`config.mk`:
```
export PLATFORM = sky130hd
export DESIGN_NAME = sum_accumulator_flat
export DESIGN_NICKNAME = d
export VERILOG_FILES = /design/src/rtl/sum_accumulator_if.sv /design/src/rtl/sum_accumulator.sv /design/src/flat_wrapper.sv
export SDC_FILE = /design/constraint.sdc
export NUM_CORES = 1
export LEC_CHECK = 0
export ABC_AREA = 1
export CORE_MARGIN = 2
export CORE_UTILIZATION = 52
export DETAILED_ROUTE_END_ITERATION = 10
export HOLD_SLACK_MARGIN = 0.05
export PLACE_DENSITY = 0.81
export SLEW_MARGIN = 20
export SYNTH_ARGS = -nofsm -noshare
export SYNTH_HDL_FRONTEND = slang
export SYNTH_SLANG_ARGS = --single-unit
```
`constraint.sdc`:
```
create_clock -name clk -period 4.2 [get_ports clk]
set_input_delay 0.84 -clock clk [delete_from_list [all_inputs] [get_ports clk]]
set_output_delay 0.84 -clock clk [all_outputs]
set_load 0.02 [all_outputs]
```
`src/rtl/sum_accumulator_if.sv`:
```
// Handshake bundle for sum_accumulator: sample stream in, frame result out.
// slave = accumulator side, master = producer/consumer side.
interface sum_accumulator_if #(
  parameter int BITWIDTH = 8,
  parameter int COUNT_W  = 8,
  parameter int GUARD    = 8
);
  localparam int ACC_W = BITWIDTH + 1 + GUARD;

  logic                in_valid;
  logic                in_ready;
  logic [BITWIDTH-1:0] in_sum;
  logic                in_carry;
  logic [COUNT_W-1:0]  in_len;
  logic                out_valid;
  logic                out_ready;
  logic [ACC_W-1:0]    out_acc;
  logic [COUNT_W-1:0]  out_count;
  logic                out_ovf;

  modport slave (
    input  in_valid, in_sum, in_carry, in_len, out_ready,
    output in_ready, out_valid, out_acc, out_count, out_ovf
  );

  modport master (
    output in_valid, in_sum, in_carry, in_len, out_ready,
    input  in_ready, out_valid, out_acc, out_count, out_ovf
  );
endinterface

```
`src/rtl/sum_accumulator.sv`:
```
// Frame accumulator for {carry,sum} adder results; ports: clk, rst (sync,
// active-high), flush, bus (sum_accumulator_if.slave). SUM_ACC_SATURATE_EN: saturate.
module sum_accumulator #(
  parameter int BITWIDTH = 8,
  parameter int COUNT_W  = 8,
  parameter int GUARD    = 8
) (
  input  logic                clk,
  input  logic                rst,
  input  logic                flush,
  sum_accumulator_if.slave    bus
);
  localparam int ACC_W = BITWIDTH + 1 + GUARD;

  typedef enum logic [1:0] {
    IDLE  = 2'd0,
    ACCUM = 2'd1,
    HOLD  = 2'd2
  } state_e;

  state_e             state_q, state_d;
  logic [ACC_W-1:0]   acc_q, acc_d;
  logic [COUNT_W-1:0] count_q, count_d;
  logic [COUNT_W-1:0] len_q, len_d;
  logic               ovf_q, ovf_d;

  logic               in_ready;
  logic               accept;
  logic [ACC_W-1:0]   sample;
  logic [ACC_W:0]     sum_ext;
  logic [COUNT_W-1:0] count_inc;
  logic [COUNT_W-1:0] len_eff;

  assign in_ready  = (state_q != HOLD) & ~rst & ~flush;
  assign accept    = bus.in_valid & in_ready;
  assign sample    = ACC_W'({bus.in_carry, bus.in_sum});
  assign sum_ext   = {1'b0, acc_q} + {1'b0, sample};
  assign count_inc = count_q + COUNT_W'(1);
  // A zero length frame behaves as a single-sample frame.
  assign len_eff   = (bus.in_len == '0) ? COUNT_W'(1) : bus.in_len;

  always_comb begin
    state_d = state_q;
    acc_d   = acc_q;
    count_d = count_q;
    len_d   = len_q;
    ovf_d   = ovf_q;
    if (flush) begin
      state_d = IDLE;
      acc_d   = '0;
      count_d = '0;
      ovf_d   = 1'b0;
    end else begin
      unique case (state_q)
        IDLE: begin
          if (accept) begin
            acc_d   = sample;
            count_d = COUNT_W'(1);
            len_d   = len_eff;
            ovf_d   = 1'b0;
            state_d = (len_eff == COUNT_W'(1)) ? HOLD : ACCUM;
          end
        end
        ACCUM: begin
          if (accept) begin
`ifdef SUM_ACC_SATURATE_EN
            // Once pinned at all-ones any further non-zero sample
            // carries again, so the value stays pinned.
            acc_d = sum_ext[ACC_W] ? '1 : sum_ext[ACC_W-1:0];
`else
            acc_d = sum_ext[ACC_W-1:0];
`endif
            ovf_d   = ovf_q | sum_ext[ACC_W];
            count_d = count_inc;
            if (count_inc == len_q) state_d = HOLD;
          end
        end
        HOLD: begin
          if (bus.out_ready) begin
            state_d = IDLE;
            acc_d   = '0;
            count_d = '0;
            ovf_d   = 1'b0;
          end
        end
        default: state_d = IDLE;
      endcase
    end
  end

  always_ff @(posedge clk) begin
    if (rst) begin
      state_q <= IDLE;
      acc_q   <= '0;
      count_q <= '0;
      len_q   <= '0;
      ovf_q   <= 1'b0;
    end else begin
      state_q <= state_d;
      acc_q   <= acc_d;
      count_q <= count_d;
      len_q   <= len_d;
      ovf_q   <= ovf_d;
    end
  end

  assign bus.in_ready  = in_ready;
  assign bus.out_valid = (state_q == HOLD);
  assign bus.out_acc   = acc_q;
  assign bus.out_count = count_q;
  assign bus.out_ovf   = ovf_q;
endmodule

```
`src/flat_wrapper.sv`:
```
// flat-port wrapper written by rule: the top's interface ports become plain ports
module sum_accumulator_flat 
#(
  parameter int BITWIDTH = 8,
  parameter int COUNT_W  = 8,
  parameter int GUARD    = 8
)
  (clk, rst, flush, bus_in_valid, bus_in_sum, bus_in_carry, bus_in_len, bus_out_ready, bus_in_ready, bus_out_valid, bus_out_acc, bus_out_count, bus_out_ovf);
  sum_accumulator_if #(.BITWIDTH(BITWIDTH), .COUNT_W(COUNT_W), .GUARD(GUARD)) bus_i ();
  input  logic clk;
  input  logic rst;
  input  logic flush;
  input wire logic [$bits(bus_i.in_valid)-1:0] bus_in_valid;
  input wire logic [$bits(bus_i.in_sum)-1:0] bus_in_sum;
  input wire logic [$bits(bus_i.in_carry)-1:0] bus_in_carry;
  input wire logic [$bits(bus_i.in_len)-1:0] bus_in_len;
  input wire logic [$bits(bus_i.out_ready)-1:0] bus_out_ready;
  output wire logic [$bits(bus_i.in_ready)-1:0] bus_in_ready;
  output wire logic [$bits(bus_i.out_valid)-1:0] bus_out_valid;
  output wire logic [$bits(bus_i.out_acc)-1:0] bus_out_acc;
  output wire logic [$bits(bus_i.out_count)-1:0] bus_out_count;
  output wire logic [$bits(bus_i.out_ovf)-1:0] bus_out_ovf;
  assign bus_i.in_valid = bus_in_valid;
  assign bus_i.in_sum = bus_in_sum;
  assign bus_i.in_carry = bus_in_carry;
  assign bus_i.in_len = bus_in_len;
  assign bus_i.out_ready = bus_out_ready;
  assign bus_in_ready = bus_i.in_ready;
  assign bus_out_valid = bus_i.out_valid;
  assign bus_out_acc = bus_i.out_acc;
  assign bus_out_count = bus_i.out_count;
  assign bus_out_ovf = bus_i.out_ovf;
  sum_accumulator #(.BITWIDTH(BITWIDTH), .COUNT_W(COUNT_W), .GUARD(GUARD)) u_core (.clk(clk), .rst(rst), .flush(flush), .bus(bus_i));
endmodule
```
==> flow_summary.json <==
{
  "r2r-end": "u_core.bus.out_acc[16]",
  "cp-start-kind": "primary input",
  "cp_top_family": "buffers and inverters",
  "yosysTopAreaCell": "dfxtp_1",
  "rr_worst_depth": 13,
  "p_leak_nw": 1.23,
  "final_core_util_pct": 68.0,
  "ant_nets": 0,
  "final.setup_skew_ns": 0.00507,
  "holdPathStages": 2,
  "initial_utilization_pct": 54.4,
  "hpwl_um": 4600,
  "whs_endpoint": "u_core.bus.out_ovf",
  "crit_buf_inv": 3,
  "synth-seq-cells": 36,
  "cts.sinks": 36,
  "ir_worst_vdd_mv": 0.152,
  "reg2reg_slack_ns": 1.92,
  "cts_buffers": 5,
  "cts_setup_buffers": 0,
  "diodes": 0,
  "cpMaxStageDelayCell": "clkdlybuf4s50_1",
  "grt_start_max_net_pins": 33,
  "grt_pass1_vias": 2275,
  "fp-row-count": 24,
  "max-cap-violations": 0,
  "port_buffers": 49,
  "fin_area_sq_um": 2980,
  "r2r-start": "u_core.state_q[1]",
  "dr.pass1.iters": 5,
  "netlist_top_cells_area": "dfxtp_1 30%, nand2_1 12%, inv_1 8.5%",
  "antenna_found_initial": 0,
  "setup_violations": 0,
  "fp.dieW_um": 71.7,
  "finalSetupTns_ns": 0,
  "p_per_area_nw_per_um2": 279,
  "max_freq_ghz": 0.286,
  "wirelength_um": 5950,
  "viasPerCell": 5.40,
  "core_sq_um": 4380,
  "ctsResizeCount": 0,
  "area_growth_pct": 24.9,
  "critical_path_arrival_ns": 2.66,
  "period_needed_ns": 3.50,
  "status": "finished clean",
  "slew_headroom_pct": 51.4,
  "first_iter_violations": 121,
  "avgSynthCellArea_sq_um": 6.52,
  "die_area_sq_um": 5150,
  "cp.required_ns": 3.36,
  "pin_count": 50,
  "place_congestion": 0.917,
  "htreeDepth": 2,
  "critical_path_class": "in2out",
  "clock_latency_ns": 0.29,
  "routedWlPerCell_um": 12.7,
  "rsz0062_at_grt": "no",
  "yosysUniqueCellTypes": 37,
  "grt_overflow_total": 0,
  "synthesis.area_sq_um": 2390,
  "final_nets": 451,
  "hold_path.class": "reg2reg",
  "cts_tree": "yes",
  "worstPathMaxFanout": 15,
  "clk_pin_slew_ns": 0.07,
  "grt_pass1_wl_um": 10000,
  "ys_warn_count": 0,
  "hp-start": "u_core.bus.out_ovf",
  "grt.total_usage_pct": 24.0,
  "synth_top_area_share_pct": 30.2,
  "cts_buffer_depth": 2,
  "slew_violations": 0,
  "crit_chain": "clkdlybuf4s50_1 -> nor2_8 -> inv_1 -> nor2_1 -> clkdlybuf4s50_1",
  "place_area_sq_um": 2890,
  "drcViolationCount": 0,
  "drive_above_1_share_pct": 4.57,
  "crit_path_frequent_cell": "clkdlybuf4s50_1",
  "ys_seq_area_share_pct": 30.2,
  "fin_crit_sh_pct": 83.2,
  "netlist_instances": 366,
  "worst_pin_slew_ns": 0.729,
  "nFillCells": 418,
  "ys_async_sr_fraction_pct": 0,
  "synth_edf_count": 0,
  "die_h_um": 71.7,
  "cts_hold_buf": 0,
  "hold_violations": 0,
  "syn_nets": 402,
  "end_kind": "output port",
  "clock_tree.root_cell": "clkbuf_8",
  "slowest_delay_ns": 0.65,
  "yosys_most_used_dff": "dfxtp_1",
  "vias": 2527
}
-- per-layer routing --
metal | wire [um] | global-route usage, % | vias up
li1 | - | - | 1309
met1 | 2750 | 33.5 | 1134
met2 | 2780 | 38.4 | 77
met3 | 352 | 3.52 | 7
met4 | 64 | 7.55 | 0
met5 | 0 | 0 | -
-- worst max-delay path by stage --
stage / from / slack, ns / depth (start not counted) / to
global route: rst / 0.62 / 5 / bus_in_ready
detailed placement: rst / 0.71 / 5 / bus_in_ready
floorplan: rst / 1.89 / 4 / bus_in_ready
global placement: rst / 0.71 / 5 / bus_in_ready
CTS: rst / 0.71 / 5 / bus_in_ready
finish: rst / 0.70 / 5 / bus_in_ready
-- cells in the final DEF, fill, tap and decap left out, types with 2 or more instances in the layout --
cell / instances
nand2_1: 76
a21boi_0: 2
inv_1: 54
a211oi_1: 13
nand3_1: 27
nand4_1: 4
o21ai_0: 23
clkbuf_8: 5
o21ai_1: 3
o22ai_1: 2
nor4_1: 2
a21oi_1: 35
inv_4: 2
clkinv_2: 2
ha_1: 13
nand2_2: 3
a31oi_1: 2
dfxtp_1: 36
clkdlybuf4s50_1: 49
nor2_1: 45
nor3_1: 2
-- where the power goes --
part	leakage, nW	internal, mW	switching [mW]
Sequential	0.292	0.357	0.0133
Combinational	0.893	0.0835	0.130
Clock	0.0479	0.116	0.131
-- metrics by stage --
step                      power (mW)  hold slack, ns  std cells  setup WS [ns]
after floorplan                0.521           0.454        366           1.89
after global placement         0.585           0.453        460          0.714
after detailed placement       0.590           0.450        460          0.714
after CTS                      0.835           0.469        468          0.713
after global routing           0.878           0.497        468          0.625
final                          0.831           0.468        468          0.704
-- flip-flops by register name, summed over array words and instances (netlist names) --
| signal | flops |
|---|---|
| u_core.bus.out_acc | 17 |
| u_core.bus.out_count | 8 |
| u_core.bus.out_ovf | 1 |
| u_core.len_q | 8 |
| u_core.state_q | 2 |
-- final cells by class --
| class | count | area (sq um) | share of cell area, % |
|---|---|---|---|
| clock buffer | 5 | 68.8 | 2.31 |
| tap | 52 | 65.1 | 2.18 |
| timing repair buffer | 49 | 490 | 16.5 |
| clock inverter | 3 | 18.8 | 0.630 |
| inverter | 57 | 219 | 7.35 |
| multi-input combinational | 266 | 1400 | 46.9 |
| sequential | 36 | 721 | 24.2 |
-- worst reg2reg max path, cell delays in order, from the launching register on --
cell and delay, ns:
dfxtp_1 0.34, inv_1 0.07, ha_1 0.24, inv_1 0.09, nand2_1 0.08, o21ai_2 0.58
inv_4 0.28, nand2_2 0.15, nand2_4 0.09, inv_4 0.11, nand2_1 0.06, nand2_1 0.06
nand2_1 0.05, inv_1 0.05
-- cells in the mapped netlist, types with 3 or more instances --
library cell / number
nand2_2: 3
nand2_1: 76
dfxtp_1: 36
a211oi_1: 13
o21ai_1: 3
buf_2: 3
ha_1: 13
nor2_1: 45
a21oi_1: 35
nand4_1: 4
o21ai_0: 23
nand3_1: 27
inv_1: 54
-- kinds of logic (layout without fill, tap and decap cells) --
kind of cell,count (synthesis),in the layout,share of synthesized area [%]
and+or+nand+nor,165,165,29.9
AOI/OAI and AO/OA,86,86,20.6
buffers and inverters,64,114,11.2
DFF,36,36,30.2
adders and majority gates,14,14,7.66
xor gates and xnor gates,1,1,0.367
No activity file was read; power rests on OpenSTA's default activity.
